$ cat src/rtl/rr_decode_scheduler.sv
// Round-robin owner of a shared 3-to-8 decoder: grants one of 8 requesters at a
// time, bounds each grant to HOLD_MAX cycles and inserts an idle cycle between grants.
module rr_decode_scheduler #(
    parameter int unsigned HOLD_MAX = 15
) (
    input  logic       iClk,
    input  logic       iRst_n,
    input  logic [7:0] iReq,
    input  logic       iRelease,
    output logic [2:0] oSel,
    output logic [1:0] oEna,
    output logic [7:0] oGrant,
    output logic       oValid,
    output logic       oTimeout
);

    typedef enum logic {IDLE, GRANT} state_e;

    localparam logic [7:0] HOLD_LAST = 8'(HOLD_MAX - 1);
    localparam logic [1:0] ENA_ON    = 2'b10;

    state_e     state_q, state_d;
    logic [2:0] ptr_q, ptr_d;
    logic [7:0] hold_q, hold_d;
    logic [2:0] sel_q, sel_d;
    logic [7:0] grant_q, grant_d;
    logic [1:0] ena_q, ena_d;
    logic       valid_q, valid_d;
    logic       timeout_q, timeout_d;

    logic       found;
    logic [2:0] pick;
    logic [2:0] idx;
    logic       expire;
    logic       exit_w;

    // Circular search starting at ptr; 3-bit add gives the 7 -> 0 wrap for free.
    always_comb begin
        found = 1'b0;
        pick  = 3'd0;
        idx   = 3'd0;
        for (int i = 0; i < 8; i++) begin
            idx = ptr_q + 3'(i);
            if (!found && iReq[idx]) begin
                found = 1'b1;
                pick  = idx;
            end
        end
    end

    assign expire = (hold_q == HOLD_LAST);
    assign exit_w = iRelease | ~iReq[sel_q] | expire;

    always_comb begin
        state_d   = state_q;
        ptr_d     = ptr_q;
        hold_d    = hold_q;
        sel_d     = sel_q;
        grant_d   = grant_q;
        ena_d     = ena_q;
        valid_d   = valid_q;
        timeout_d = 1'b0;
        case (state_q)
            IDLE: begin
                if (found) begin
                    sel_d   = pick;
                    grant_d = 8'b1 << pick;
                    ena_d   = ENA_ON;
                    valid_d = 1'b1;
                    hold_d  = 8'd0;
                    state_d = GRANT;
                end
            end
            GRANT: begin
                if (exit_w) begin
                    // sel is left alone so the decoder input stays stable while disabled
                    grant_d   = 8'h00;
                    ena_d     = 2'b00;
                    valid_d   = 1'b0;
                    ptr_d     = sel_q + 3'd1;
                    timeout_d = expire & ~iRelease & iReq[sel_q];
                    state_d   = IDLE;
                end else begin
                    hold_d = hold_q + 8'd1;
                end
            end
            default: state_d = IDLE;
        endcase
    end

    always_ff @(posedge iClk or negedge iRst_n) begin
        if (!iRst_n) begin
            state_q   <= IDLE;
            ptr_q     <= 3'd0;
            hold_q    <= 8'd0;
            sel_q     <= 3'd0;
            grant_q   <= 8'h00;
            ena_q     <= 2'b00;
            valid_q   <= 1'b0;
            timeout_q <= 1'b0;
        end else begin
            state_q   <= state_d;
            ptr_q     <= ptr_d;
            hold_q    <= hold_d;
            sel_q     <= sel_d;
            grant_q   <= grant_d;
            ena_q     <= ena_d;
            valid_q   <= valid_d;
            timeout_q <= timeout_d;
        end
    end

    assign oSel     = sel_q;
    assign oEna     = ena_q;
    assign oGrant   = grant_q;
    assign oValid   = valid_q;
    assign oTimeout = timeout_q;

endmodule

$ cat config.mk
export PLATFORM = sky130hd
export DESIGN_NAME = rr_decode_scheduler
export DESIGN_NICKNAME = d
export VERILOG_FILES = /design/src/rtl/rr_decode_scheduler.sv
export SDC_FILE = /design/constraint.sdc
export NUM_CORES = 1
export LEC_CHECK = 0
export CORE_MARGIN = 2
export CORE_UTILIZATION = 43
export DETAILED_ROUTE_END_ITERATION = 12
export GPL_TIMING_DRIVEN = 0
export PLACE_DENSITY = 0.63
export SYNTH_ARGS = -nofsm -noshare
export SYNTH_HDL_FRONTEND = slang
export SYNTH_SLANG_ARGS = --single-unit
$ cat constraint.sdc
create_clock -name iClk -period 7.8 [get_ports iClk]
set_input_delay 1.56 -clock iClk [delete_from_list [all_inputs] [get_ports iClk]]
set_output_delay 1.56 -clock iClk [all_outputs]
set_load 0.02 [all_outputs]
=== Word-level counts from Yosys, hierarchy flattened ===
Cells that the tools add are included.

* Bits in registers: 27
* Latch bits: 0
* Bits in writable memories: 0
* Bits in read-only memories: 0
* Input port bits: 11
* Output and inout port bits: 15
* Logic and storage cells: 107
* Memories: 0

* Add/subtract/negate cells: 9
* Multiply operators: 0
* Divide/modulo/power cells: 0
* Magnitude comparators: 9
* Equal/unequal tests: 4
* Shifts and indexed selects: 1
* Multiplexer cells: 51
* Bitwise operators: 7
* Reduce and logical (&&, ||, !) cells: 18

{| class="wikitable"
|+ Operator list
! kind !! count
|-
| less-than comparator 3 x 4 -> 1 bit, second input constant || 9
|-
| 2-to-1 mux 8 bit || 4
|-
| case mux 8 bit (2 select lines) || 2
|-
| binary-select mux 1 bit (select 3 bit) || 9
|-
| 2-to-1 mux 3 bit || 8
|-
| 2-to-1 mux 1 bit || 23
|-
| adder 3 bit, second input constant || 4
|-
| adder 8 x 1 -> 8 bit, second input constant || 1
|-
| equality test 8 x 4 -> 1 bit, second input constant || 1
|-
| AND reduction 2 bit || 4
|-
| left shift 1 x 3 -> 8 bit, first input constant || 1
|-
| logical AND 1 bit || 7
|-
| zero test 1 bit || 7
|-
| adder 3 x 1 -> 3 bit, second input constant || 2
|-
| adder 3 x 2 -> 3 bit, second input constant || 2
|-
| 2-to-1 mux 2 bit || 2
|-
| inequality test 2 bit, second input constant || 2
|-
| case mux 1 bit (2 select lines) || 2
|-
| case mux 2 bit (2 select lines) || 1
|-
| NOT 1 bit || 3
|-
| AND 1 bit || 2
|-
| inequality test 2 x 1 -> 1 bit, second input constant || 1
|-
| OR 1 bit || 2
|}

=== Logic depth before layout (Yosys ltp) ===
Gate-level depths: netlist of the first run.

* Word-level depth: 27
* Mapped depth: 14
* Depth with buffers taken out: 10

=== Least setup slack after synthesis of the first run ===
No wires, ideal clock.

* Kind: input to register
* Start point: input port iReq[2]
* End point: register hold_q[6]
* Setup time: 0.131 ns
* Data arrival time: 3.585 ns
* Required time: 7.669 ns
* Slack: 4.084 ns
* Stages on the path: 8
* Path buffers: 0
* Cell sequence: mux2_1 -> mux4_2 -> or4b_4 -> o31ai_4 -> inv_2 -> nand4_1 -> xor2_1 -> nor2_1

* Cells in the longest elaborated chain, start to end: 26

{| class="wikitable"
|+ Ends and longest elaborated chain
! element !! RTL line !! source
|-
| start, declared || 8 || <nowiki>input logic [7:0] iReq,</nowiki>
|-
| binary-select mux 1 bit (select 3 bit) || 44 || <nowiki>if (!found && iReq[idx]) begin</nowiki>
|-
| 2-to-1 mux 1 bit (not written as such) || 44 ||
|-
| 2-to-1 mux 1 bit || 44 ||
|-
| zero test 1 bit || 44 ||
|-
| logical AND 1 bit || 44 ||
|-
| 2-to-1 mux 1 bit || 44 ||
|-
| zero test 1 bit || 44 ||
|-
| logical AND 1 bit || 44 ||
|-
| [10 not listed] || n/a ||
|-
| zero test 1 bit || 44 ||
|-
| logical AND 1 bit || 44 ||
|-
| 2-to-1 mux 1 bit || 44 ||
|-
| zero test 1 bit || 44 ||
|-
| logical AND 1 bit || 44 ||
|-
| 2-to-1 mux 1 bit || 44 ||
|-
| inequality test 2 bit (no line) || n/a ||
|-
| AND reduction 2 bit (no line) (*) || n/a ||
|-
| end signal, assigned || 104 || <nowiki>hold_q <= hold_d;</nowiki>
|-
| end, declared || 24 || <nowiki>logic [7:0] hold_q, hold_d;</nowiki>
|}

Mark *: on every way between the ends. The rest lies on a longest branch, timed or not. The select of a mux whose other input is x is not followed.
A chain may end at the register's enable or synchronous reset.

=== Final worst setup path of the first run ===
* Start point: input port iReq[7]
* End point: register hold_q[6]

Same word-level chain as after synthesis.

==> results.toml, run 1 <==
[run_status]
status = "finished, final reports clean"

[place]
port_buffers = 24
globalplace.congestion = 0.849
hpwl_mm = 3.59

[clock_network]
cts.sinks = 25
clock_path_buffers = 2
tritoncts = "built"
post-cts-setup-buffers = 0
cts_resized = 0
cts_max_level = 1
clk_latency_ns = 0.26
cts_hold_buf = 0
path_clk_slew_ns = 0.08
numCtsBuffers = 3
cts_root_buffer = "clkbuf_8"

[critical_path]
start_kind = "input port"
cp_data_required_time_ns = 7.94
reg2reg_to = "hold_q[6]"
crit_type = "in -> reg"
reg2regPathDepth = 13
reg2reg_from = "ptr_q[1]"
r2r_slack_ns = 3.78
path_max_fanout = 9
arrival_ns = 4.45
setup.worst_path.end_class = "flip-flop"

[routing]
drcViolationCount = 0
dr.first_iter.drc_count = 147
ant_nets = 0
vias = 1737
wirelength_mm = 4.81
routedWlPerCell_um = 15.8
avgViaCountPerCell = 5.70
firstDrtPassIters = 4

[global_routing]
first_global_vias = 1598
grt_max_degree = 26
overflow = 0
grt_usage = 0.184
grt_pass1_wl_mm = 7.91
antenna_found_initial = 0

[yosys]
syn_area_per_cell_um2 = 10.1
async_flop_share = 1.00
synth_flop_cell = "dfrtp_1"
yosys.cell_count.top_type = "dfrtp_1"
synth-seq-area-share = 0.294
synth_edf_count = 0
ys_types = 49
synth_common_cells = "dfrtp_1 (25), nor2_1 (19), nand2_1 (18), mux4_2 (16)"
ys_seq_elements = 25
netlist_area_um2 = 2130
yosys.area.top_type_share = 0.294
netlist_top_cells_area = "dfrtp_1 (29%), mux4_2 (17%), mux2i_1 (3.8%)"
yosys_warnings = 0
postSynthCellCount = 210
yosys.area.top_type = "dfrtp_1"
syn-num-nets = 226

[finish]
drive_above_1_share = 0.164
nFillCells = 469
antenna_cells = 0
nNetsFinal = 255
syn2layout_area_growth_pct = 17.4

[timing]
final-hold-violation-count = 0
fin_setup_tns_ns = 0
period_share = 0.552
final.setup_skew_ns = 0.00390
slew_headroom = 0.287
timing.final.crit_period_ns = 4.30
rsz0062_at_grt = "no"
max_freq_ghz = 0.232
maxSlewViolCount = 0
setup_viol = 0
tightest_slew_ns = 1.07

[worst_hold_path]
whs_path_depth = 2
worstHoldStart = "oGrant[3]"
hold_path.class = "reg -> reg"
min_to = "oGrant[3]"

[run]
max_cap_viol_count = 0

[die]
ios = 26
dieArea_um2 = 5530
core_area_um2 = 4750
start_util = 0.448
die_h_um = 74.4
die_w_um = 74.4
rows = 25
==> per-stage QoR <==
step	instance area [um2]	setup slack [ns]	hold slack (ns)	std cells	utilization
after detailed placement	2450	3.23	0.463	301	0.516
after floorplan	2130	4.08	0.510	210	-
after global routing	2500	3.33	0.508	305	0.526
final	2500	3.50	0.487	305	0.526
after CTS	2500	3.51	0.490	305	0.526
after global placement	2450	3.25	0.471	301	0.516
==> cells in the final DEF (no fill, tap or decap), drive strengths merged, types with 8 or more instances in the layout <==
master          n
a21oi           9
buf            10
clkdlybuf4s50  24
dfrtp          25
inv            10
mux2i          10
mux4           16
nand2          18
nor2           19
o21ai          11
o41ai           8
==> logic make-up after synthesis <==
family,count (synthesis),synth area share
compound gates,50,0.169
simple gates,64,0.145
fa+ha+maj,5,0.0294
buf+inv,21,0.0540
mux,33,0.262
flops,25,0.294
other cells,1,0.00176
xor+xnor,11,0.0452
==> worst max-delay path by stage <==
stage,to,depth (start not counted),slack (ns),from
2_1_floorplan,hold_q[6],8,4.08,iReq[2]
3_3_place_gp,hold_q[6],9,3.25,iReq[6]
3_5_place_dp,hold_q[6],9,3.23,iReq[7]
4_1_cts,hold_q[6],9,3.51,iReq[7]
5_1_grt,hold_q[6],9,3.33,iReq[6]
6_report,hold_q[6],9,3.50,iReq[7]
==> sequential cells by signal (all words and copies together) (netlist names) <==
| register | cells |
|---|---|
| hold_q | 8 |
| oGrant | 8 |
| oSel | 3 |
| ptr_q | 3 |
| oEna | 1 |
| oTimeout | 1 |
| state_q | 1 |
==> cell type report <==
| class | count | area [um2] | area share |
|---|---|---|---|
| Multi-Input combinational cell | 164 | 1390 | 0.556 |
| Sequential cell | 25 | 626 | 0.250 |
| Timing Repair Buffer | 24 | 240 | 0.0960 |
| Tap cell | 67 | 83.8 | 0.0335 |
| Buffer | 11 | 77.6 | 0.0310 |
| Clock buffer | 3 | 41.3 | 0.0165 |
| Inverter | 10 | 37.5 | 0.0150 |
| Clock inverter | 1 | 5.00 | 0.00200 |
==> routing by layer <==
metal,share of wire,vias to the layer above,routed length (um),global-route usage
li1,-,855,-,-
met1,0.48,831,2300,0.286
met2,0.47,45,2250,0.279
met4,0.013,0,64,0.0456
met5,0,-,0,0
met3,0.042,6,200,0.0149
==> critical path: stages <==
cell and delay (ns):
clkdlybuf4s50_1 0.57, mux2_1 0.38, mux4_2 0.56, or4b_4 0.61, o31ai_4 0.29, inv_2 0.11
nand4_1 0.13, xor2_1 0.18, nor2_1 0.06
Power of run 1 is left out: the tool's default activity adds up to more than one toggle a clock period on the data nets, which glitch-free logic cannot reach.
==> inputs of run 2 (changes only) <==
- PLACE_DENSITY: 0.63 -> 0.66
- clock period: 7.8 -> 3.65 ns (I/O delays scaled with it)
==> run 2 against run 1 <==
Net effect:
- wire length fell by 1.6%
- hold slack improved by 0.011 ns
- critical path type is now reg -> reg
- design area grew 2.8%
==> results.toml, run 2 (synthesis gave the netlist of run 1 again) <==
[run_status]
status = "finished, final reports clean"

[place]
port_buffers = 24
globalplace.congestion = 0.826
place_ws_ns = -0.292
hpwl_mm = 3.44

[clock_network]
cts_max_level = 1
cts_root_buffer = "clkbuf_8"
clk_latency_ns = 0.26
path_clk_slew_ns = 0.08
tritoncts = "built"
numCtsBuffers = 3
clock_path_buffers = 2
cts.sinks = 25
cts_hold_buf = 0

[global_routing]
grt_pass1_wl_mm = 7.99
grt_max_degree = 26
overflow = 0
grt_usage = 0.185
antenna_found_initial = 0
first_global_vias = 1679

[routing]
vias = 1804
routedWlPerCell_um = 15.2
wirelength_mm = 4.74
drcViolationCount = 0
avgViaCountPerCell = 5.78
ant_nets = 0
firstDrtPassIters = 5
dr.first_iter.drc_count = 178

[finish]
antenna_cells = 0
layout_common_cells = "dfrtp_1 (24), clkdlybuf4s50_1 (24), nor2_1 (19), nand2_1 (18), mux4_2 (16)"
ff_latch_area_um2 = 627
nFillCells = 431
drive_above_1_share = 0.200
nNetsFinal = 262
syn2layout_area_growth_pct = 20.7
multiInputGateArea_um2 = 1400

[die]
rows = 25
core_area_um2 = 4750
die_w_um = 74.4
ios = 26
start_util = 0.448
dieArea_um2 = 5530
die_h_um = 74.4

[timing]
max_freq_ghz = 0.286
tightest_slew_ns = 1.07
finalWorstSetupSlack_ns = 0.156
maxSlewViolCount = 0
setup_viol = 0
final-hold-violation-count = 0
rsz0062_at_grt = "no"
period_share = 0.957
slew_headroom = 0.284
final.setup_skew_ns = 0.00470
timing.final.crit_period_ns = 3.49

[critical_path]
cp_data_required_time_ns = 3.79
setup.worst_path.end_class = "flip-flop"
path_max_fanout = 17
r2r_slack_ns = 0.16
start_kind = "flip-flop"
crit_type = "reg -> reg"
arrival_ns = 3.63

[run]
max_cap_viol_count = 0

[worst_hold_path]
hold_path.class = "reg -> reg"
run 2: cell types whose count changed in the layout (fill, tap and decap cells not counted):
| cell | change |
|---|---|
| inv_4 | +1 |
| dfrtp_1 | -1 |
| buf_4 | +7 |
| buf_6 | +1 |
| buf_1 | -1 |
| clkinv_2 | -1 |
| a21oi_1 | -1 |
| clkbuf_1 | +1 |
| mux2i_1 | -1 |
| mux2i_2 | +1 |
| dfrtp_2 | +1 |
| a21oi_2 | +1 |
| inv_2 | -1 |
run 2: critical path, stage by stage (launching register included):
cell,delay [ns]
dfrtp_1,0.37
buf_6,0.20
inv_1,0.10
ha_1,0.30
buf_6,0.13
mux2_1,0.34
mux4_2,0.56
or4b_4,0.60
o31ai_4,0.34
inv_2,0.10
nand4_1,0.12
xor2_1,0.15
nor2_1,0.06
run 2: cell type report:
cell class                 instances  area share
clock buffer                       4      0.0175
inverter                          10      0.0156
tap                               67      0.0326
timing repair buffer              32       0.117
multi-input combinational        164       0.544
buffer                            10      0.0302
sequential                        25       0.244
run 2: repair_timing:
| action | 4_1_cts | 5_1_grt |
|---|---|---|
| buffers inserted | 0 | 8 |
| setup endpoints to repair | 18 | 16 |
| gates resized for setup | 0 | 5 |
| gates cloned | 0 | 0 |
| pin swaps | 0 | 2 |
run 2: per-layer routing:
layer  global-route usage  routed length [um]
met1                0.290                2270
met2                0.265                2150
met3               0.0136                 235
met4               0.0714                  91
met5                    0                   0
run 2: worst paths after layout:
kind | to | cells past startpoint | startpoint
worst max-delay path | hold_q[6] | 12 | ptr_q[1]
worst min-delay path | oGrant[3] | 2 | oGrant[3]
worst max register to register | hold_q[6] | 12 | ptr_q[1]
worst min register to register | oGrant[3] | 2 | oGrant[3]
max in group asynchronous | ptr_q[0] | 1 | iRst_n
min in group asynchronous | hold_q[3] | 1 | iRst_n
run 2: stage by stage:
| stage | utilization | hold WS [ns] | std cells | instance area [um2] | TNS (ns) |
|---|---|---|---|---|---|
| 6_report | 0.541 | 0.498 | 312 | 2570 | 0 |
| 5_1_grt | 0.541 | 0.533 | 312 | 2570 | 0 |
| 4_1_cts | 0.525 | 0.503 | 304 | 2500 | 0 |
| 3_5_place_dp | 0.516 | 0.470 | 301 | 2450 | -4.22 |
| 3_3_place_gp | 0.516 | 0.471 | 301 | 2450 | -3.92 |
| 2_1_floorplan | - | 0.434 | 210 | 2130 | 0 |
Power of run 2 is left out for the same reason.
==> inputs of run 3 (changes only) <==
- CORE_MARGIN: 2 -> 8
==> run 3 against run 2 <==
Net effect:
- non-clock buffer count is 4 lower
- first-iteration DRC count decreased by 33%
- design area decreased by 1.3%
- cell count down 1.3%
- clock skew about the same
- fmax decreased by 0.27%
==> results.toml, run 3 (synthesis gave the netlist of run 1 again) <==
[run_status]
status = "finished, final reports clean"

[die]
ios = 26
die_w_um = 86.4
dieArea_um2 = 7460
die_h_um = 86.4
core_area_um2 = 4750
start_util = 0.448
rows = 25

[timing]
period_share = 0.960
timing.hold.ws_ns = 0.481
final-hold-violation-count = 0
tightest_slew_ns = 1.10
rsz0062_at_grt = "no"
final.setup_skew_ns = 0.00421
maxSlewViolCount = 0
setup_viol = 0
slew_headroom = 0.267
timing.final.crit_period_ns = 3.50
max_freq_ghz = 0.285

[finish]
drive_above_1_share = 0.183
nFillCells = 451
ff_latch_area_um2 = 627
syn2layout_area_growth_pct = 19.1
layout_common_cells = "dfrtp_1 (24), clkdlybuf4s50_1 (24), nor2_1 (19), nand2_1 (18), mux4_2 (16)"
antenna_cells = 0
fin_util = 0.534
finalNonFillerCells = 308
multiInputGateArea_um2 = 1390
nNetsFinal = 258

[routing]
ant_nets = 0
drcViolationCount = 0
avgViaCountPerCell = 5.78
routedWlPerCell_um = 16.1
dr.first_iter.drc_count = 119
wirelength_mm = 4.95
firstDrtPassIters = 4
vias = 1779

[run]
max_cap_viol_count = 0

[critical_path]
start_kind = "flip-flop"
crit_path_top_delay_cell = "or4b_4"
path_max_fanout = 10
worstPathCellList = "buf_6 > inv_4 > ha_1 > buf_6 > mux2_1 > mux4_2 > or4b_4 > o31ai_4 > inv_2 > nand3_1 > xor2_1 > nor2_1"
crit_type = "reg -> reg"
arrival_ns = 3.65
setup.worst_path.end_class = "flip-flop"
cp_data_required_time_ns = 3.79
max_stage_delay_ns = 0.61
cp_common_cell = "buf_6"

[clock_network]
clock_path_buffers = 2
cts.sinks = 25
numCtsBuffers = 3
cts_hold_buf = 0
tritoncts = "built"
clk_latency_ns = 0.26
cts_root_buffer = "clkbuf_8"
cts_max_level = 1
path_clk_slew_ns = 0.08

[place]
dp_cells = 301
globalplace.congestion = 0.869
port_buffers = 24
hpwl_mm = 3.64

[global_routing]
overflow = 0
grt_max_degree = 26
grt_usage = 0.135
grt_pass1_wl_mm = 8.23
antenna_found_initial = 0
first_global_vias = 1677

[worst_hold_path]
hold_path.class = "reg -> reg"
## run 3: layer usage
metal,up-vias,GRT usage,wire [um]
li1,863,-,-
met1,847,0.191,2390
met2,60,0.192,2180
met3,9,0.0265,279
met4,0,0.0595,90
met5,-,0,0
## run 3: path summary, 6_finish.rpt
| check | depth (start not counted) | from | endpoint | slack (ns) |
|---|---|---|---|---|
| worst max-delay path | 12 | ptr_q[0] | hold_q[4] | 0.15 |
| worst min-delay path | 2 | oGrant[0] | oGrant[0] | 0.48 |
| worst max register to register | 12 | ptr_q[0] | hold_q[4] | 0.15 |
| worst min register to register | 2 | oGrant[0] | oGrant[0] | 0.48 |
| max in group asynchronous | 1 | iRst_n | ptr_q[0] | 1.86 |
| min in group asynchronous | 1 | iRst_n | oTimeout | 1.05 |
## run 3: worst max-delay path, delay by kind of cell (launching register included)
kind | cells | cell delay, ns
AND/OR/NAND/NOR | 3 | 0.77
multiplexers | 2 | 0.89
XOR/XNOR | 1 | 0.16
buffers and inverters | 4 | 0.50
flip-flops | 1 | 0.42
AO/OA/AOI/OAI | 1 | 0.32
adder cells (fa/ha/maj) | 1 | 0.30
## run 3: layout make-up
| type | instances | area share |
|---|---|---|
| Buffer | 10 | 0.0306 |
| Clock buffer | 4 | 0.0178 |
| Inverter | 10 | 0.0158 |
| Multi-Input combinational cell | 164 | 0.549 |
| Sequential cell | 25 | 0.247 |
| Tap cell | 67 | 0.0330 |
| Timing Repair Buffer | 28 | 0.107 |
## run 3: metrics by stage
step	cell area, um2	setup slack, ns	TNS [ns]
6_report	2540	0.147	0
5_1_grt	2540	0.0145	0
4_1_cts	2500	0.0709	0
3_5_place_dp	2450	-0.269	-3.62
3_3_place_gp	2450	-0.294	-3.92
2_1_floorplan	2130	0.148	0
## run 3: repair_timing
| item | 4_1_cts | 5_1_grt |
|---|---|---|
| pin swaps | 0 | 2 |
| buffers inserted | 0 | 4 |
| setup endpoints to repair | 18 | 13 |
| gates resized for setup | 0 | 4 |
| hold endpoints to repair | 0 | 0 |
Power of run 3 is left out for the same reason.
